<file path="src/rtl/nvme_irq_pkg.sv">
// rtl/nvme_irq_pkg.sv - shared types, constants and vector helper for the CQ interrupt arbiter
//
// Purpose : state encodings, MSI vector clamp limit and the MSI vector-mask function.
// Ports   : none (package).

package nvme_irq_pkg;

  // One-hot state encoding of the arbiter FSM.
  typedef enum logic [3:0] {
    S_IDLE    = 4'b0001,
    S_MSI_REQ = 4'b0010,
    S_LEG_REQ = 4'b0100,
    S_GAP     = 4'b1000
  } irq_state_t;

  // Largest multi-message enable honoured; the core allocates at most 32 vectors.
  localparam logic [2:0] LP_IRQ_MAX_MM = 3'd5;

  // Fold a CQ index onto the vectors the host allocated: idx & ((1<<mm)-1),
  // with mm clamped to LP_IRQ_MAX_MM.
  function automatic logic [7:0] f_msi_vector(input logic [7:0] i_idx,
                                              input logic [2:0] i_mm);
    logic [2:0] v_mm;
    logic [7:0] v_mask;
    v_mm   = (i_mm > LP_IRQ_MAX_MM) ? LP_IRQ_MAX_MM : i_mm;
    v_mask = (8'd1 << v_mm) - 8'd1;
    return i_idx & v_mask;
  endfunction

endpackage

</file>
<file path="src/rtl/nvme_irq_rr_sel.sv">
// rtl/nvme_irq_rr_sel.sv - combinational round-robin finder over the per-CQ MSI requests
//
// Purpose : find the first set request bit searching upward from i_last+1,
//           wrapping from C_NUM_CQ-1 to 0; i_last itself is checked last.
// Ports   : i_req   [C_NUM_CQ]       request vector
//           i_last  [C_CQ_IDX_WIDTH] index granted most recently
//           o_found                  at least one request is set
//           o_idx   [C_CQ_IDX_WIDTH] winning index (0 when o_found=0)

module nvme_irq_rr_sel
  import nvme_irq_pkg::*;
#(
  parameter int C_NUM_CQ       = 8,
  parameter int C_CQ_IDX_WIDTH = 3
) (
  input  logic [C_NUM_CQ-1:0]       i_req,
  input  logic [C_CQ_IDX_WIDTH-1:0] i_last,
  output logic                      o_found,
  output logic [C_CQ_IDX_WIDTH-1:0] o_idx
);

  always_comb begin
    int v_pos;
    v_pos   = 0;
    o_found = 1'b0;
    o_idx   = '0;
    // Offsets 1..C_NUM_CQ visit every CQ once, starting just after i_last.
    for (int i = 1; i <= C_NUM_CQ; i++) begin
      v_pos = (int'(i_last) + i) % C_NUM_CQ;
      if (!o_found && i_req[v_pos[C_CQ_IDX_WIDTH-1:0]]) begin
        o_found = 1'b1;
        o_idx   = v_pos[C_CQ_IDX_WIDTH-1:0];
      end
    end
  end

endmodule

</file>
<file path="src/rtl/nvme_irq_arbiter.sv">
// rtl/nvme_irq_arbiter.sv - serialises per-CQ MSI / legacy interrupts onto the PCIe cfg interrupt port
//
// Purpose : round-robin MSI grant with one-cycle ack back to the CQ; optional
//           legacy INTx emulation (assert/deassert messages tracking the OR of
//           all legacy levels), enabled by defining NVME_IRQ_LEGACY_EN.
// Ports   : pcie_user_clk           clock
//           w_cq_rst_n              async active-low reset
//           pcie_msi_en             MSI enabled by host
//           cfg_interrupt_mmenable  log2 of allocated MSI vectors
//           cq_msi_irq_req          per-CQ MSI request level
//           cq_msi_irq_ack          one-hot one-cycle grant acknowledge
//           cq_legacy_irq_req       per-CQ legacy level
//           cfg_interrupt           request to PCIe core
//           cfg_interrupt_rdy       PCIe core accepted request
//           cfg_interrupt_assert    legacy message type (1 assert, 0 deassert)
//           cfg_interrupt_di        MSI vector number (0 for legacy)

module nvme_irq_arbiter
  import nvme_irq_pkg::*;
#(
  parameter int C_NUM_CQ       = 8,
  parameter int C_CQ_IDX_WIDTH = 3
) (
  input  logic                pcie_user_clk,
  input  logic                w_cq_rst_n,
  input  logic                pcie_msi_en,
  input  logic [2:0]          cfg_interrupt_mmenable,
  input  logic [C_NUM_CQ-1:0] cq_msi_irq_req,
  output logic [C_NUM_CQ-1:0] cq_msi_irq_ack,
  input  logic [C_NUM_CQ-1:0] cq_legacy_irq_req,
  output logic                cfg_interrupt,
  input  logic                cfg_interrupt_rdy,
  output logic                cfg_interrupt_assert,
  output logic [7:0]          cfg_interrupt_di
);

  localparam logic [C_CQ_IDX_WIDTH-1:0] LP_RR_INIT = C_CQ_IDX_WIDTH'(C_NUM_CQ - 1);
  localparam logic [C_NUM_CQ-1:0]       LP_ACK_ONE = C_NUM_CQ'(1);

  irq_state_t                r_state;
  logic [C_CQ_IDX_WIDTH-1:0] r_rr_last;
  logic [C_CQ_IDX_WIDTH-1:0] r_grant;
  logic                      r_intx_state;
  logic                      r_irq;
  logic                      r_assert;
  logic [7:0]                r_di;
  logic [C_NUM_CQ-1:0]       r_ack;

  logic                      w_found;
  logic [C_CQ_IDX_WIDTH-1:0] w_g;
  logic                      w_legacy_any;

`ifdef NVME_IRQ_LEGACY_EN
  assign w_legacy_any = |cq_legacy_irq_req;
`else
  // Legacy levels are ignored in this build; the reduction only keeps the port consumed.
  logic w_unused_legacy;
  assign w_unused_legacy = ^cq_legacy_irq_req;
  assign w_legacy_any    = 1'b0;
`endif

  nvme_irq_rr_sel #(
    .C_NUM_CQ       (C_NUM_CQ),
    .C_CQ_IDX_WIDTH (C_CQ_IDX_WIDTH)
  ) u_rr_sel (
    .i_req   (cq_msi_irq_req),
    .i_last  (r_rr_last),
    .o_found (w_found),
    .o_idx   (w_g)
  );

  always_ff @(posedge pcie_user_clk or negedge w_cq_rst_n) begin
    if (!w_cq_rst_n) begin
      r_state      <= S_IDLE;
      r_rr_last    <= LP_RR_INIT;
      r_grant      <= '0;
      r_intx_state <= 1'b0;
      r_irq        <= 1'b0;
      r_assert     <= 1'b0;
      r_di         <= 8'd0;
      r_ack        <= '0;
    end else begin
      r_ack <= '0;
      case (r_state)
        S_IDLE: begin
          if (pcie_msi_en && r_intx_state) begin
            // Host switched to MSI while INTx is asserted: release it first.
            r_irq    <= 1'b1;
            r_assert <= 1'b0;
            r_di     <= 8'd0;
            r_state  <= S_LEG_REQ;
          end else if (pcie_msi_en && w_found) begin
            r_grant  <= w_g;
            r_irq    <= 1'b1;
            r_assert <= 1'b0;
            r_di     <= f_msi_vector(8'(w_g), cfg_interrupt_mmenable);
            r_state  <= S_MSI_REQ;
          end else if (!pcie_msi_en && (w_legacy_any != r_intx_state)) begin
            r_irq    <= 1'b1;
            r_assert <= w_legacy_any;
            r_di     <= 8'd0;
            r_state  <= S_LEG_REQ;
          end
        end
        S_MSI_REQ: begin
          // Message completes regardless of msi_en or the request dropping meanwhile.
          if (cfg_interrupt_rdy) begin
            r_irq     <= 1'b0;
            r_ack     <= LP_ACK_ONE << r_grant;
            r_rr_last <= r_grant;
            r_state   <= S_GAP;
          end
        end
        S_LEG_REQ: begin
          if (cfg_interrupt_rdy) begin
`ifdef NVME_IRQ_LEGACY_EN
            r_intx_state <= r_assert;
`endif
            r_irq   <= 1'b0;
            r_state <= S_GAP;
          end
        end
        S_GAP: begin
          // Gives the acked CQ a cycle to drop its request before re-arbitration.
          r_state <= S_IDLE;
        end
        default: begin
          r_irq   <= 1'b0;
          r_state <= S_IDLE;
        end
      endcase
    end
  end

  assign cfg_interrupt        = r_irq;
  assign cfg_interrupt_assert = r_assert;
  assign cfg_interrupt_di     = r_di;
  assign cq_msi_irq_ack       = r_ack;

endmodule

</file>
<file path="config.mk">
export PLATFORM = sky130hd
export DESIGN_NAME = nvme_irq_arbiter
export DESIGN_NICKNAME = d
export VERILOG_FILES = /design/src/rtl/nvme_irq_pkg.sv /design/src/rtl/nvme_irq_rr_sel.sv /design/src/rtl/nvme_irq_arbiter.sv
export SDC_FILE = /design/constraint.sdc
export NUM_CORES = 1
export LEC_CHECK = 0
export ABC_AREA = 1
export ABC_CLOCK_PERIOD_IN_PS = 5100
export BUFFER_PORTS_ARGS = -buffer_cell sky130_fd_sc_hd__buf_4
export CAP_MARGIN = 10
export CORE_MARGIN = 1.5
export CORE_UTILIZATION = 60
export CTS_BUF_LIST = sky130_fd_sc_hd__clkbuf_4 sky130_fd_sc_hd__clkbuf_8
export CTS_CLUSTER_DIAMETER = 60
export DETAILED_ROUTE_END_ITERATION = 8
export PLACE_DENSITY = 0.9
export SLEW_MARGIN = 20
export SYNTH_ARGS = -nofsm -noshare
export SYNTH_HDL_FRONTEND = slang
export SYNTH_SLANG_ARGS = --single-unit
export TNS_END_PERCENT = 20
</file>
<file path="constraint.sdc">
create_clock -name pcie_user_clk -period 5.1 [get_ports pcie_user_clk]
set_input_delay 1.02 -clock pcie_user_clk [delete_from_list [all_inputs] [get_ports pcie_user_clk]]
set_output_delay 1.02 -clock pcie_user_clk [all_outputs]
set_load 0.01 [all_outputs]
</file>
==> reports/metrics.cfg <==
[outcome]
outcome = finished with violations
violations = DRC

[clock_tree]
clockBufferDepth = 2
clockRootBuffer = clkbuf_4
clk_pin_slew_worst_paths_ns = 0.12
holdBufCountCts = 0
cts_tree = done
cts_num_sinks = 22
post_cts_buffers = 0
cts_buffers = 3
h-tree-depth = 1
insertion_delay_ns = 0.32
cts_resized = 0

[placed_design]
hpwl_um = 2860
port_buffers = 26
globalplace.congestion = 0.938
dp.cells = 296
place_ws_ns = 2.33

[worst_setup_path]
crit_type = reg -> reg
cp_max_fo = 12
crit_arrival_ns = 3.05
end_kind = register
cp-start-kind = register
critPathMaxStageDelay_ns = 0.71
cp_data_required_time_ns = 5.32
cpMaxStageDelayCell = dfstp_2
r2r_slack_ns = 2.27
crit_chain = inv_2 > ha_1 > inv_2 > nand3_1 > nand2_1 > nand2_1 > nand2_4 > nand4_4 > nor2_4 > nand3_4 > nand3_4 > inv_4 > nand2_2 > o21ai_2

[sta]
drv_slew = 0
tns_ns = 0
worst_pin_slew_ns = 0.510
rsz0062_at_grt = false
clock_skew_ns = 0.00118
relSlewSlack_pct = 65.8
min_period_ns = 2.83
holdWs_ns = 0.467
finalSetupViolations = 0
hold_viol_final = 0
setup_slack_ns = 2.27
max_freq_ghz = 0.353
finalCritPeriodShare_pct = 55.5

[synthesis]
synth_top_flop_cell = dfrtp_1
yosysMostFrequentCell = nand2_1
yosysTopAreaCell = dfrtp_1
syn_inst = 244
synth_area_per_cell_um2 = 7.49
async_flop_share_pct = 100
yosys_warnings = 1
synth_top_area_share_pct = 24.6
ys_types = 31
yosys-top-cells-count = 61 x nand2_1, 36 x nand3_1, 26 x inv_1
yosys-top-cells-area = dfrtp_1 25%, nand2_1 13%, nand3_1 9.9%
synth_edf_count = 0
syn-cell-area_um2 = 1830
ys_ff_latch = 22
seq_area_frac_synth_pct = 30.4

[routing]
ant_nets = 0
wl_per_cell_um = 11.9
drtIter0Drc = 72
dr.pass1.iters = 7
vias = 1617
wl_um = 3570
drc = 3
via_per_inst = 5.39

[cells_and_area]
drive_above_1_share_pct = 29.4
area_growth_syn_to_layout_pct = 10.9
stdcell_count = 300
antenna_cells = 0
final_net_count = 296
fillers = 225

[global_routing]
grt_usage_pct = 23.6
antenna_found_initial = 0
grt.overflow.total = 0
grt_max_degree = 23
grt_pass1_vias = 1437
grt_pass1_wl_um = 6190

[power]
cellPowerDensity_nw_per_um2 = 805
swShare_pct = 57.6
finalPower_mw = 1.63
p_clk_share_pct = 6.0
p_leak_nw = 1.08
seqPwrFrac_pct = 19.7
p_sw_mw = 0.940
power.internal_mw = 0.692
pwr-share-comb_pct = 74.3
ir_worst_vdd_mv = 0.503

[floorplanning]
initial_core_util_pct = 64.6
core-area_um2 = 2830
ios = 41
floorplan.rows = 19
die_h_um = 58.2
dieArea_um2 = 3390
die_w_um = 58.2

[run]
cap_violations = 0

[worst_hold_path]
hp-class = reg -> reg

==> cell families after synthesis <==
family | Yosys count | share of synthesized area [%]
buf+inv | 44 | 12.2
compound gates | 14 | 4.86
fa+ha+maj | 3 | 2.05
other cells | 1 | 0.205
flops | 22 | 30.4
simple gates | 156 | 46.5
xor+xnor | 4 | 3.77
==> registers in the layout, summed over array words and instances (netlist names) <==
name and flops:
cq_msi_irq_ack 8, r_state 4, cfg_interrupt_di 3, r_grant 3
r_rr_last 3, cfg_interrupt 1
==> metal layers <==
metal | up-vias | share of wire (%) | track usage (%)
met5 | - | 0 | 0
met4 | 0 | 0.70 | 3.99
met3 | 2 | 4.7 | 4.69
met2 | 37 | 48 | 38.1
met1 | 745 | 46 | 33.3
li1 | 833 | - | -
==> critical path: cells and delay by family, from the launching register on <==
family | cells | cell delay (ns)
flops | 1 | 0.71
fa+ha+maj | 1 | 0.47
buf+inv | 3 | 0.41
simple gates | 9 | 1.08
compound gates | 1 | 0.05
==> worst paths after layout <==
check                                         startpoint  cells past startpoint                          end
worst max-delay path            r_rr_last[0]$_DFFE_PN1P_                     14       r_grant[1]$_DFFE_PN0P_
min in group asynchronous                     w_cq_rst_n                      1       r_state[3]$_DFFE_PN0P_
worst min register to register    r_grant[2]$_DFFE_PN0P_                      1  cq_msi_irq_ack[1]$_DFF_PN0_
worst max register to register  r_rr_last[0]$_DFFE_PN1P_                     14       r_grant[1]$_DFFE_PN0P_
max in group asynchronous                     w_cq_rst_n                      1     r_rr_last[0]$_DFFE_PN1P_
worst min-delay path              r_grant[2]$_DFFE_PN0P_                      1  cq_msi_irq_ack[1]$_DFF_PN0_
==> area by class of cell <==
type	count	area [um^2]	share of cell area (%)
tap	31	38.8	1.91
sequential	22	556	27.4
clock buffer	4	36.3	1.79
timing repair buffer	26	195	9.63
multi-input combinational	183	1070	52.7
inverter	34	133	6.54
==> stage by stage <==
step           area [um^2]  utilization [%]
5_1_grt               2030             71.6
2_1_floorplan         1850                -
4_1_cts               2030             71.6
3_3_place_gp          1990             70.4
3_5_place_dp          1990             70.4
6_report              2030             71.6
==> power groups by stage <==
| stage | Clock [mW] | Sequential, mW | Combinational [mW] |
|---|---|---|---|
| after floorplan | 0 | 0.278 | 1.06 |
| after global placement | 0 | 0.322 | 1.17 |
| after detailed placement | 0 | 0.323 | 1.20 |
| after CTS | 0.101 | 0.320 | 1.21 |
| after global routing | 0.107 | 0.334 | 1.35 |
| final | 0.0983 | 0.321 | 1.21 |
==> placed cells by master, fill, tap and decap left out <==
cell type	count
inv_2	6
nand4_1	5
nand2_2	7
nand3_1	36
xnor2_1	1
nor2_4	1
inv_4	2
xor2_2	1
nand2_4	6
conb_1	6
xnor2_4	1
nand2_1	61
xnor2_2	1
dfstp_2	4
clkbuf_8	1
nor2_1	15
nor2_8	1
nand3_2	9
clkbuf_4	3
inv_1	26
nor2_2	2
dfrtp_1	18
nor3_1	8
o21ai_0	4
nand4_4	1
nor4_1	2
buf_4	26
nand3_4	2
ha_1	3
a21oi_1	4
o21ai_1	1
o21ai_2	5
(Power assumes the default switching activity.)
